`config.mk`:
```
export PLATFORM = sky130hd
export DESIGN_NAME = ram_serial_loader
export DESIGN_NICKNAME = d
export VERILOG_FILES = /design/src/rtl/loader_pkg.sv /design/src/rtl/uart_byte_rx.sv /design/src/rtl/ram_serial_loader.sv
export SDC_FILE = /design/constraint.sdc
export NUM_CORES = 1
export LEC_CHECK = 0
export CAP_MARGIN = 20
export CORE_AREA = 2 2 120 145
export DETAILED_ROUTE_END_ITERATION = 16
export DIE_AREA = 0 0 122 147
export HOLD_SLACK_MARGIN = 0.02
export PLACE_DENSITY = 0.52
export SETUP_SLACK_MARGIN = 0.2
export SLEW_MARGIN = 0
export SYNTH_ARGS = -nofsm -noshare
export SYNTH_HDL_FRONTEND = slang
export SYNTH_SLANG_ARGS = --single-unit
```
`constraint.sdc`:
```
create_clock -name clk -period 2.6 [get_ports clk]
set_input_delay 0.65 -clock clk [delete_from_list [all_inputs] [get_ports clk]]
set_output_delay 0.65 -clock clk [all_outputs]
set_load 0.005 [all_outputs]
```
`src/rtl/loader_pkg.sv`:
```
// ---------------------------------------------------------------------------
// loader_pkg
// Shared types and constants for the serial RAM boot loader.
//   loader_state_e : frame-parser FSM states
//   uart_state_e   : UART byte receiver states
//   HDR_BYTES      : number of header bytes preceding the payload
//   UART_IDLE      : idle (mark) level of the serial line
// Optional feature macro used by the loader: LOADER_CHECKSUM_EN
// ---------------------------------------------------------------------------
package loader_pkg;

  localparam int unsigned HDR_BYTES = 4;
  localparam logic        UART_IDLE = 1'b1;

  typedef enum logic [2:0] {
    HDR_AH,
    HDR_AL,
    HDR_LH,
    HDR_LL,
    DATA,
    WRITE,
    CHK,
    FIN
  } loader_state_e;

  typedef enum logic [1:0] {
    RX_IDLE,
    RX_START,
    RX_DATA,
    RX_STOP
  } uart_state_e;

endpackage

```
`src/rtl/uart_byte_rx.sv`:
```
// ---------------------------------------------------------------------------
// uart_byte_rx
// 8N1 UART byte receiver working on an already-synchronised serial line.
// A falling edge on the idle line starts a frame; the start bit is re-checked
// at half a bit time, data bits are sampled mid-bit LSB first, and the stop
// bit is sampled mid-bit.
// Ports:
//   clk        : system clock (posedge)
//   reset      : synchronous active-high reset
//   rx_sync    : synchronised serial input, idles high
//   byte_out   : last good byte received
//   byte_valid : one-cycle pulse when byte_out is updated
//   frame_err  : one-cycle pulse when a stop bit reads 0 (byte dropped)
// ---------------------------------------------------------------------------
module uart_byte_rx
  import loader_pkg::*;
#(
  parameter int ClksPerBit = 16
) (
  input  logic       clk,
  input  logic       reset,
  input  logic       rx_sync,
  output logic [7:0] byte_out,
  output logic       byte_valid,
  output logic       frame_err
);

  localparam int CntW = $clog2(ClksPerBit);
  localparam logic [CntW-1:0] HalfBit = CntW'(ClksPerBit / 2 - 1);
  localparam logic [CntW-1:0] FullBit = CntW'(ClksPerBit - 1);

  uart_state_e     state_q;
  logic [CntW-1:0] cnt_q;
  logic [2:0]      bit_q;
  logic [7:0]      shift_q;
  logic            rx_prev_q;

  // NOTE: all state here is updated with <= so every flop sees pre-edge values.
  always_ff @(posedge clk) begin
    if (reset) begin
      state_q    <= RX_IDLE;
      cnt_q      <= '0;
      bit_q      <= '0;
      shift_q    <= '0;
      rx_prev_q  <= UART_IDLE;
      byte_out   <= '0;
      byte_valid <= 1'b0;
      frame_err  <= 1'b0;
    end else begin
      byte_valid <= 1'b0;
      frame_err  <= 1'b0;
      rx_prev_q  <= rx_sync;
      case (state_q)
        RX_IDLE: begin
          // Start only on a true high->low edge, so a line still low after a
          // framing error does not immediately retrigger.
          if (rx_prev_q == UART_IDLE && rx_sync != UART_IDLE) begin
            state_q <= RX_START;
            cnt_q   <= '0;
          end
        end
        RX_START: begin
          if (cnt_q == HalfBit) begin
            cnt_q   <= '0;
            bit_q   <= '0;
            state_q <= (rx_sync == UART_IDLE) ? RX_IDLE : RX_DATA;
          end else begin
            cnt_q <= cnt_q + 1'b1;
          end
        end
        RX_DATA: begin
          if (cnt_q == FullBit) begin
            cnt_q   <= '0;
            shift_q <= {rx_sync, shift_q[7:1]};
            if (bit_q == 3'd7) state_q <= RX_STOP;
            else               bit_q   <= bit_q + 1'b1;
          end else begin
            cnt_q <= cnt_q + 1'b1;
          end
        end
        RX_STOP: begin
          if (cnt_q == FullBit) begin
            cnt_q   <= '0;
            state_q <= RX_IDLE;
            if (rx_sync == UART_IDLE) begin
              byte_out   <= shift_q;
              byte_valid <= 1'b1;
            end else begin
              frame_err <= 1'b1;
            end
          end else begin
            cnt_q <= cnt_q + 1'b1;
          end
        end
        default: state_q <= RX_IDLE;
      endcase
    end
  end

endmodule

```
`src/rtl/ram_serial_loader.sv`:
```
// ---------------------------------------------------------------------------
// ram_serial_loader
// Serial boot loader driving a RAM write port. Parses a UART frame
// ADDR_HI, ADDR_LO, LEN_HI, LEN_LO, payload[LEN] and writes each payload
// byte to consecutive RAM addresses (wrapping modulo 2^AddressSize).
// Optional feature macro: LOADER_CHECKSUM_EN -- a trailing byte holding the
// modulo-256 sum of the payload is checked; a mismatch sets err.
// Ports:
//   clk     : system clock (posedge)
//   reset   : synchronous active-high reset
//   rx      : UART serial input, idles high
//   Address : RAM address, held between writes
//   RamData : RAM write data, held between writes
//   CS, WE  : active-low chip select / write enable, low for one cycle/write
//   OE      : active-low output enable, tied inactive
//   busy    : high from the first header byte until frame completion
//   done    : one-cycle pulse on frame completion
//   err     : sticky framing/checksum error, cleared only by reset
// ---------------------------------------------------------------------------
module ram_serial_loader
  import loader_pkg::*;
#(
  parameter int AddressSize = 16,
  parameter int WordSize    = 8,
  parameter int ClksPerBit  = 16
) (
  input  logic                   clk,
  input  logic                   reset,
  input  logic                   rx,
  output logic [AddressSize-1:0] Address,
  output logic [WordSize-1:0]    RamData,
  output logic                   CS,
  output logic                   WE,
  output logic                   OE,
  output logic                   busy,
  output logic                   done,
  output logic                   err
);

  logic       rx_meta_q, rx_sync_q;
  logic [7:0] rx_byte;
  logic       byte_valid, frame_err;

  loader_state_e          state_q;
  logic [7:0]             addr_hi_q;
  logic [7:0]             len_hi_q;
  logic [AddressSize-1:0] cur_addr_q;
  logic [15:0]            remaining_q;
`ifdef LOADER_CHECKSUM_EN
  logic [7:0]             csum_q;
`endif

  // Two-flop synchroniser; resets to the idle level so no false start edge.
  always_ff @(posedge clk) begin
    if (reset) begin
      rx_meta_q <= UART_IDLE;
      rx_sync_q <= UART_IDLE;
    end else begin
      rx_meta_q <= rx;
      rx_sync_q <= rx_meta_q;
    end
  end

  uart_byte_rx #(
    .ClksPerBit(ClksPerBit)
  ) u_rx (
    .clk       (clk),
    .reset     (reset),
    .rx_sync   (rx_sync_q),
    .byte_out  (rx_byte),
    .byte_valid(byte_valid),
    .frame_err (frame_err)
  );

  assign OE = 1'b1;

  always_ff @(posedge clk) begin
    if (reset) begin
      state_q     <= HDR_AH;
      addr_hi_q   <= '0;
      len_hi_q    <= '0;
      cur_addr_q  <= '0;
      remaining_q <= '0;
      Address     <= '0;
      RamData     <= '0;
      CS          <= 1'b1;
      WE          <= 1'b1;
      busy        <= 1'b0;
      done        <= 1'b0;
      err         <= 1'b0;
`ifdef LOADER_CHECKSUM_EN
      csum_q      <= '0;
`endif
    end else begin
      done <= 1'b0;
      // A bad byte never raises byte_valid, so the FSM simply waits for the
      // next good byte to fill the same field.
      if (frame_err) err <= 1'b1;

      case (state_q)
        HDR_AH: if (byte_valid) begin
          addr_hi_q <= rx_byte;
          busy      <= 1'b1;
          state_q   <= HDR_AL;
        end
        HDR_AL: if (byte_valid) begin
          cur_addr_q <= AddressSize'({addr_hi_q, rx_byte});
          state_q    <= HDR_LH;
        end
        HDR_LH: if (byte_valid) begin
          len_hi_q <= rx_byte;
          state_q  <= HDR_LL;
        end
        HDR_LL: if (byte_valid) begin
`ifdef LOADER_CHECKSUM_EN
          csum_q <= '0;
`endif
          if ({len_hi_q, rx_byte} == 16'h0000) begin
`ifdef LOADER_CHECKSUM_EN
            state_q <= CHK;
`else
            state_q <= FIN;
            done    <= 1'b1;
            busy    <= 1'b0;
`endif
          end else begin
            remaining_q <= {len_hi_q, rx_byte};
            state_q     <= DATA;
          end
        end
        DATA: if (byte_valid) begin
          RamData <= WordSize'(rx_byte);
          Address <= cur_addr_q;
          CS      <= 1'b0;
          WE      <= 1'b0;
`ifdef LOADER_CHECKSUM_EN
          csum_q  <= csum_q + rx_byte;
`endif
          state_q <= WRITE;
        end
        WRITE: begin
          // Exactly one cycle with CS/WE low: the RAM sees one write edge.
          CS          <= 1'b1;
          WE          <= 1'b1;
          cur_addr_q  <= cur_addr_q + 1'b1;
          remaining_q <= remaining_q - 1'b1;
          if (remaining_q == 16'd1) begin
`ifdef LOADER_CHECKSUM_EN
            state_q <= CHK;
`else
            state_q <= FIN;
            done    <= 1'b1;
            busy    <= 1'b0;
`endif
          end else begin
            state_q <= DATA;
          end
        end
`ifdef LOADER_CHECKSUM_EN
        CHK: if (byte_valid) begin
          if (rx_byte != csum_q) err <= 1'b1;
          state_q <= FIN;
          done    <= 1'b1;
          busy    <= 1'b0;
        end
`endif
        FIN:     state_q <= HDR_AH;
        default: state_q <= HDR_AH;
      endcase
    end
  end

endmodule

```
# Yosys cells after proc, flatten, opt, wreduce, memory -nomap -nowiden
# Cells that the tools add are included.
[classes]
eq_ne = 26
n_bitwise = 3
add_sub_neg = 4
n_reduce_logical = 23
mux = 41
[op_table]
columns = ["op", "count"]
rows = [
  ["$pmux 16 s2", 2],
  ["$mux 16", 3],
  ["$mux 3", 8],
  ["$ne 2x1->1 const B", 10],
  ["$pmux 3 s6", 1],
  ["$add 16x1->16 const B", 1],
  ["$eq 16x1->1 const B", 1],
  ["$logic_not 16->1", 1],
  ["$mux 2", 8],
  ["$sub 16x1->16 const B", 1],
  ["$reduce_and 5->1", 3],
  ["$mux 4", 3],
  ["$pmux 4 s3", 1],
  ["$reduce_and 2->1", 6],
  ["$mux 1", 10],
  ["$eq 3x3->1 const B", 3],
  ["$ne 2x2->1 const B", 4],
  ["$pmux 2 s4", 1],
  ["$reduce_bool 2->1", 4],
  ["$eq 3x2->1 const B", 2],
  ["$pmux 3 s2", 1],
  ["$reduce_and 3->1", 2],
  ["$add 4x1->4 const B", 1],
  ["$eq 2x2->1 const B", 2],
  ["15 further kinds", 18],
]
[word_totals]
wordCells = 118
register_bits = 109

# Logic depth before layout (Yosys ltp)
[depth]
depth_word = 4
mapped_depth = 8

# Cells and area by module
# Synthesis repeated with hierarchy kept, for this count alone.
[hier_totals]
hier_cells = 614
area_unflattened_um2 = 5132.4
[modules_own_cells]
columns = ["module", "seq_area_each_um2", "area_each_um2", "cells_each", "n_inst"]
rows = [
  ["ram_serial_loader", 1621.6, 3896.2, 469, 1],
  ["uart_byte_rx", 560.5, 1236.2, 145, 1],
]

# Worst setup path before layout
# OpenSTA, ideal clock, no wires.
[synth_path]
path_type = "reg2reg"
start = "reg remaining_q[0]"
end = "reg remaining_q[12]"
setup_time_ns = 0.132
arrival_ns = 1.669
path_stages_with_launch = 8
setup_slack_ns = 0.799
required_ns = 2.468
path_cell_list = "dfxtp_1 inv_1 ha_1 or4b_1 nor4_1 a21oi_1 mux2i_1 a21oi_1"
[synth_between]
elab_chain_cells = 2
[synth_lines]
columns = ["element", "line_no", "source"]
rows = [
  ["start, declared", "ram_serial_loader.sv:48", "logic [15:0] remaining_q;"],
  ["start signal, assigned", "ram_serial_loader.sv:127", "remaining_q <= {len_hi_q, rx_byte};"],
  ["start signal, assigned", "ram_serial_loader.sv:146", "remaining_q <= remaining_q - 1'b1;"],
  ["$sub 16x1->16", "ram_serial_loader.sv:146", ""],
  ["$pmux 16 s2", "ram_serial_loader.sv:100", "case (state_q)"],
]
# Every way passes these cells.
# A chain may end at the register's enable or synchronous reset.

# Worst setup path after layout
[layout_path]
start = "reg remaining_q[1]"
end = "reg remaining_q[12]"
# The elaborated chain is that of the path after synthesis.

==> flow_summary.rst <==
.. list-table::
   :header-rows: 1

   * - Metric
     - Value
   * - Result of the run
     - complete, no violations
   * - Max-Cap Viols
     - 0
   * - Required time at the worst-slack endpoint
     - 2840 ps
   * - Cell Area, Synth
     - 4870 um2
   * - Core region area
     - 16600 um2
   * - Starting utilization of the core area
     - 29.4%
   * - Post-synth top flop
     - dfxtp_1
   * - Critical path capture point type
     - flip-flop
   * - Cells taking the most area after synthesis
     - dfxtp_1 45%, nand2_1 8.6%, a21oi_1 7.1%, nor2_1 4.5%, mux2i_1 4.3%
   * - Power density normalized to cell area
     - 551 nW/um2
   * - Global-route wire length before repair
     - 20200 um
   * - Average wire length per cell after detail routing
     - 14.4 um
   * - Total wire length
     - 12100 um
   * - HPWL after DPL
     - 8210 um
   * - Class of the most critical setup path
     - reg -> reg
   * - Count of different cell masters after synthesis
     - 62
   * - Height of the die
     - 147 um
   * - Clock Latency Late Sink
     - 360 ps
   * - Startpoint kind of the worst setup timing path
     - flip-flop
   * - Weighted congestion reported at the end of routability-driven placement
     - 0.851
   * - Number of max-slew violations in the final report
     - 0
   * - Total of endpoints with negative setup slack in the final report
     - 0
   * - Die X
     - 122 um
   * - Slowest cell on crit path
     - or4b_1
   * - Slew @ Worst Pin
     - 728 ps
   * - Total number of clock tree sinks
     - 109
   * - Vias per std cell
     - 5.06
   * - Clock tree root buffer cell
     - clkbuf_16
   * - Dominant cell type by area after synthesis
     - dfxtp_1
   * - Largest stage delay on the critical path
     - 540 ps
   * - Most numerous cell on the critical path
     - a21oi_1
   * - Number of buffer and inverter stages on the critical path
     - 1
   * - Remaining global-route overflow
     - 0
   * - Ordered list of cells on the worst path
     - inv_1 > ha_1 > or4b_1 > nor4_1 > a21oi_1 > mux2i_1 > a21oi_1
   * - Maximum fanout along the worst path
     - 4
   * - Die area
     - 17900 um2
   * - Yosys warning total
     - 0
   * - Gr usage total
     - 14.1%
   * - Number of buffers inserted during clock tree synthesis
     - 9
   * - Cell count after synthesis
     - 605
   * - Mean instance size in the synthesized netlist
     - 8.05 um2
   * - DRT Pass-1 Iters
     - 4
   * - FILL cells
     - 1755
   * - Static Leakage
     - 0.00195 uW
   * - Number of input and output port buffers inserted
     - 31
   * - Shortest period the worst path allows
     - 2050 ps
   * - Seq. cell area
     - 2180 um2
   * - Routed vias
     - 4271
   * - Count of routing violations after the opening detailed-route iteration
     - 292
   * - Fin nets
     - 632
   * - Final Skew
     - 9.62 ps
   * - Top cell type's share of synthesized area
     - 44.8%
   * - RSZ-0062 raised after global routing
     - no
   * - Number of flops mapped to enable cells by yosys
     - 0
   * - Antenna violations before repair
     - 0
   * - Number of global-route vias before repair
     - 4112
   * - Largest buffer count on any clock path
     - 2
   * - Post_cts resized
     - 0
   * - Synth-to-Final Area Change
     - 17.9%
   * - Min-Delay Path Class
     - reg -> reg
   * - Final Core Density
     - 34.6%
   * - Worst-case vdd ir drop
     - 0.257 mV
   * - Proportion of synthesized chip area in sequential cells
     - 44.8%
   * - Setup slack after placement
     - 564 ps
   * - I/O pins
     - 33
   * - Number of register bits inferred by synthesis
     - 109
   * - Residual DRC
     - 0
   * - Final sum of negative setup slack
     - 0 ps
   * - Row cnt
     - 52
   * - Ratio of cells with drive above 1 in the final layout
     - 8.12%
   * - Proportion of synthesized flip-flops having asynchronous set or reset
     - 0%
   * - Kind of cell adding the most delay to the critical path
     - simple AND/OR/NAND/NOR gates
   * - Worst slew margin relative to its limit
     - 51.5%
   * - Post-route antenna net violation count
     - 0
   * - Hold-fix buffers, CTS
     - 0
   * - Endpoint arrival time on the critical path
     - 2290 ps
   * - Number of levels in the clock H-tree
     - 3
   * - CTS tree
     - done
   * - Endpoints failing hold
     - 0
   * - Mapped Nets
     - 614
   * - Fmax achieved
     - 488 MHz
   * - Diode insertion count for antenna repair
     - 0
   * - Final critical-path share of the clock period
     - 78.8%
   * - Min setup slack post-route
     - 551 ps
   * - Clk slew on worst S/H paths
     - 70 ps
   * - Multi-input gate area
     - 2470 um2
   * - Post-CTS setup buffer count
     - 0
   * - Pin count of the biggest net entering global routing
     - 72
## synth_stat cells (2+ instances only)
cell type	n
buf_1	5
nor2b_1	4
a2bb2oi_1	6
mux2i_1	21
nor2_1	59
o21ai_0	28
o41ai_1	2
o211ai_1	2
clkbuf_1	31
and2_1	4
a21o_1	4
a21oi_1	69
nand2_1	112
and3_1	4
dfxtp_1	109
o21a_1	2
a31oi_1	13
nor3b_1	4
nand3_1	17
or2_2	4
o22ai_1	2
a22oi_1	7
ha_1	6
or3_1	3
inv_1	7
o31ai_1	2
buf_2	8
nor4_1	8
nand2b_1	8
nor3_1	12
a211oi_1	5
buf_4	2
nand4_1	6
## final cells by class
type | instances | area share, %
Clock inverter | 6 | 1.20
Multi-Input combinational cell | 443 | 43.1
Sequential cell | 109 | 38.0
Tap cell | 216 | 4.70
Clock buffer | 10 | 4.16
Inverter | 7 | 0.457
Timing Repair Buffer | 53 | 8.45
## layer usage
| layer | share of wire, % | up-vias | track usage (%) |
|---|---|---|---|
| met4 | 2.8 | 0 | 6.32 |
| met1 | 47 | 2018 | 17.8 |
| li1 | - | 2155 | - |
| met3 | 3.4 | 24 | 2.83 |
| met2 | 47 | 74 | 22.9 |
| met5 | 0 | - | 0 |
## cells in the final DEF, fill, tap and decap left out, types with 2 or more instances in the layout
| cell type | synthesis | layout |
|---|---|---|
| nand2_1 | 112 | 112 |
| dfxtp_1 | 109 | 109 |
| a21oi_1 | 69 | 69 |
| nor2_1 | 59 | 59 |
| clkdlybuf4s50_1 | 0 | 30 |
| o21ai_0 | 28 | 28 |
| buf_4 | 2 | 22 |
| mux2i_1 | 21 | 21 |
| nand3_1 | 17 | 17 |
| a31oi_1 | 13 | 13 |
| nor3_1 | 12 | 12 |
| clkbuf_16 | 0 | 9 |
| nand2b_1 | 8 | 8 |
| nor4_1 | 8 | 8 |
| inv_1 | 7 | 7 |
| a22oi_1 | 7 | 7 |
| nand4_1 | 6 | 6 |
| a2bb2oi_1 | 6 | 6 |
| ha_1 | 6 | 6 |
| a211oi_1 | 5 | 5 |
| and3_1 | 4 | 4 |
| and2_1 | 4 | 4 |
| or2_2 | 4 | 4 |
| a21o_1 | 4 | 4 |
| nor2b_1 | 4 | 4 |
| nor3b_1 | 4 | 4 |
| or3_1 | 3 | 3 |
| o22ai_1 | 2 | 2 |
| o31ai_1 | 2 | 2 |
| o21a_1 | 2 | 2 |
| o41ai_1 | 2 | 2 |
| o211ai_1 | 2 | 2 |
| clkinv_2 | 0 | 2 |
## power breakdown
part	total (uW)	switching (uW)	internal (uW)	leakage [uW]
Combinational	62.2	44.4	17.8	0.000917
Sequential	1680	4.04	1670	0.000878
Clock	1430	646	782	0.000155
Total	3170	694	2470	0.00195
## kinds of logic after synthesis
kind of cell               share of synthesized area [%]
and+or+nand+nor                                     24.9
AOI/OAI and AO/OA                                   19.6
DFF                                                 44.8
buffers and inverters                               4.44
muxes                                               4.31
adders and majority gates                           1.54
xor gates and xnor gates                           0.360
other                                             0.0770
## registers in the layout, summed over array words and instances, names as in the netlist, 4 cells and up, named ones only
register       flops
u_rx.byte_out      8
len_hi_q           8
u_rx.cnt_q         4
RamData            8
u_rx.shift_q       8
remaining_q       16
cur_addr_q        16
Address           16
addr_hi_q          8
## path summary, 6_finish.rpt
check | startpoint | to | slack [ps] | depth (start not counted)
max reg2reg | remaining_q[1] | remaining_q[12] | 550 | 7
max | remaining_q[1] | remaining_q[12] | 550 | 7
min reg2reg | rx_meta_q | rx_sync_q | 410 | 1
min | rx_meta_q | rx_sync_q | 410 | 1
## per-stage QoR
stage,std cells,area [um2],hold slack [ps],total power (uW)
after floorplan,605,4870,389,1760
after global placement,828,5440,395,1780
after detailed placement,828,5440,396,1780
after CTS,844,5750,413,3210
after global routing,844,5750,440,3290
final,844,5750,410,3170
Note: power is estimated with default switching activity, not from simulation.
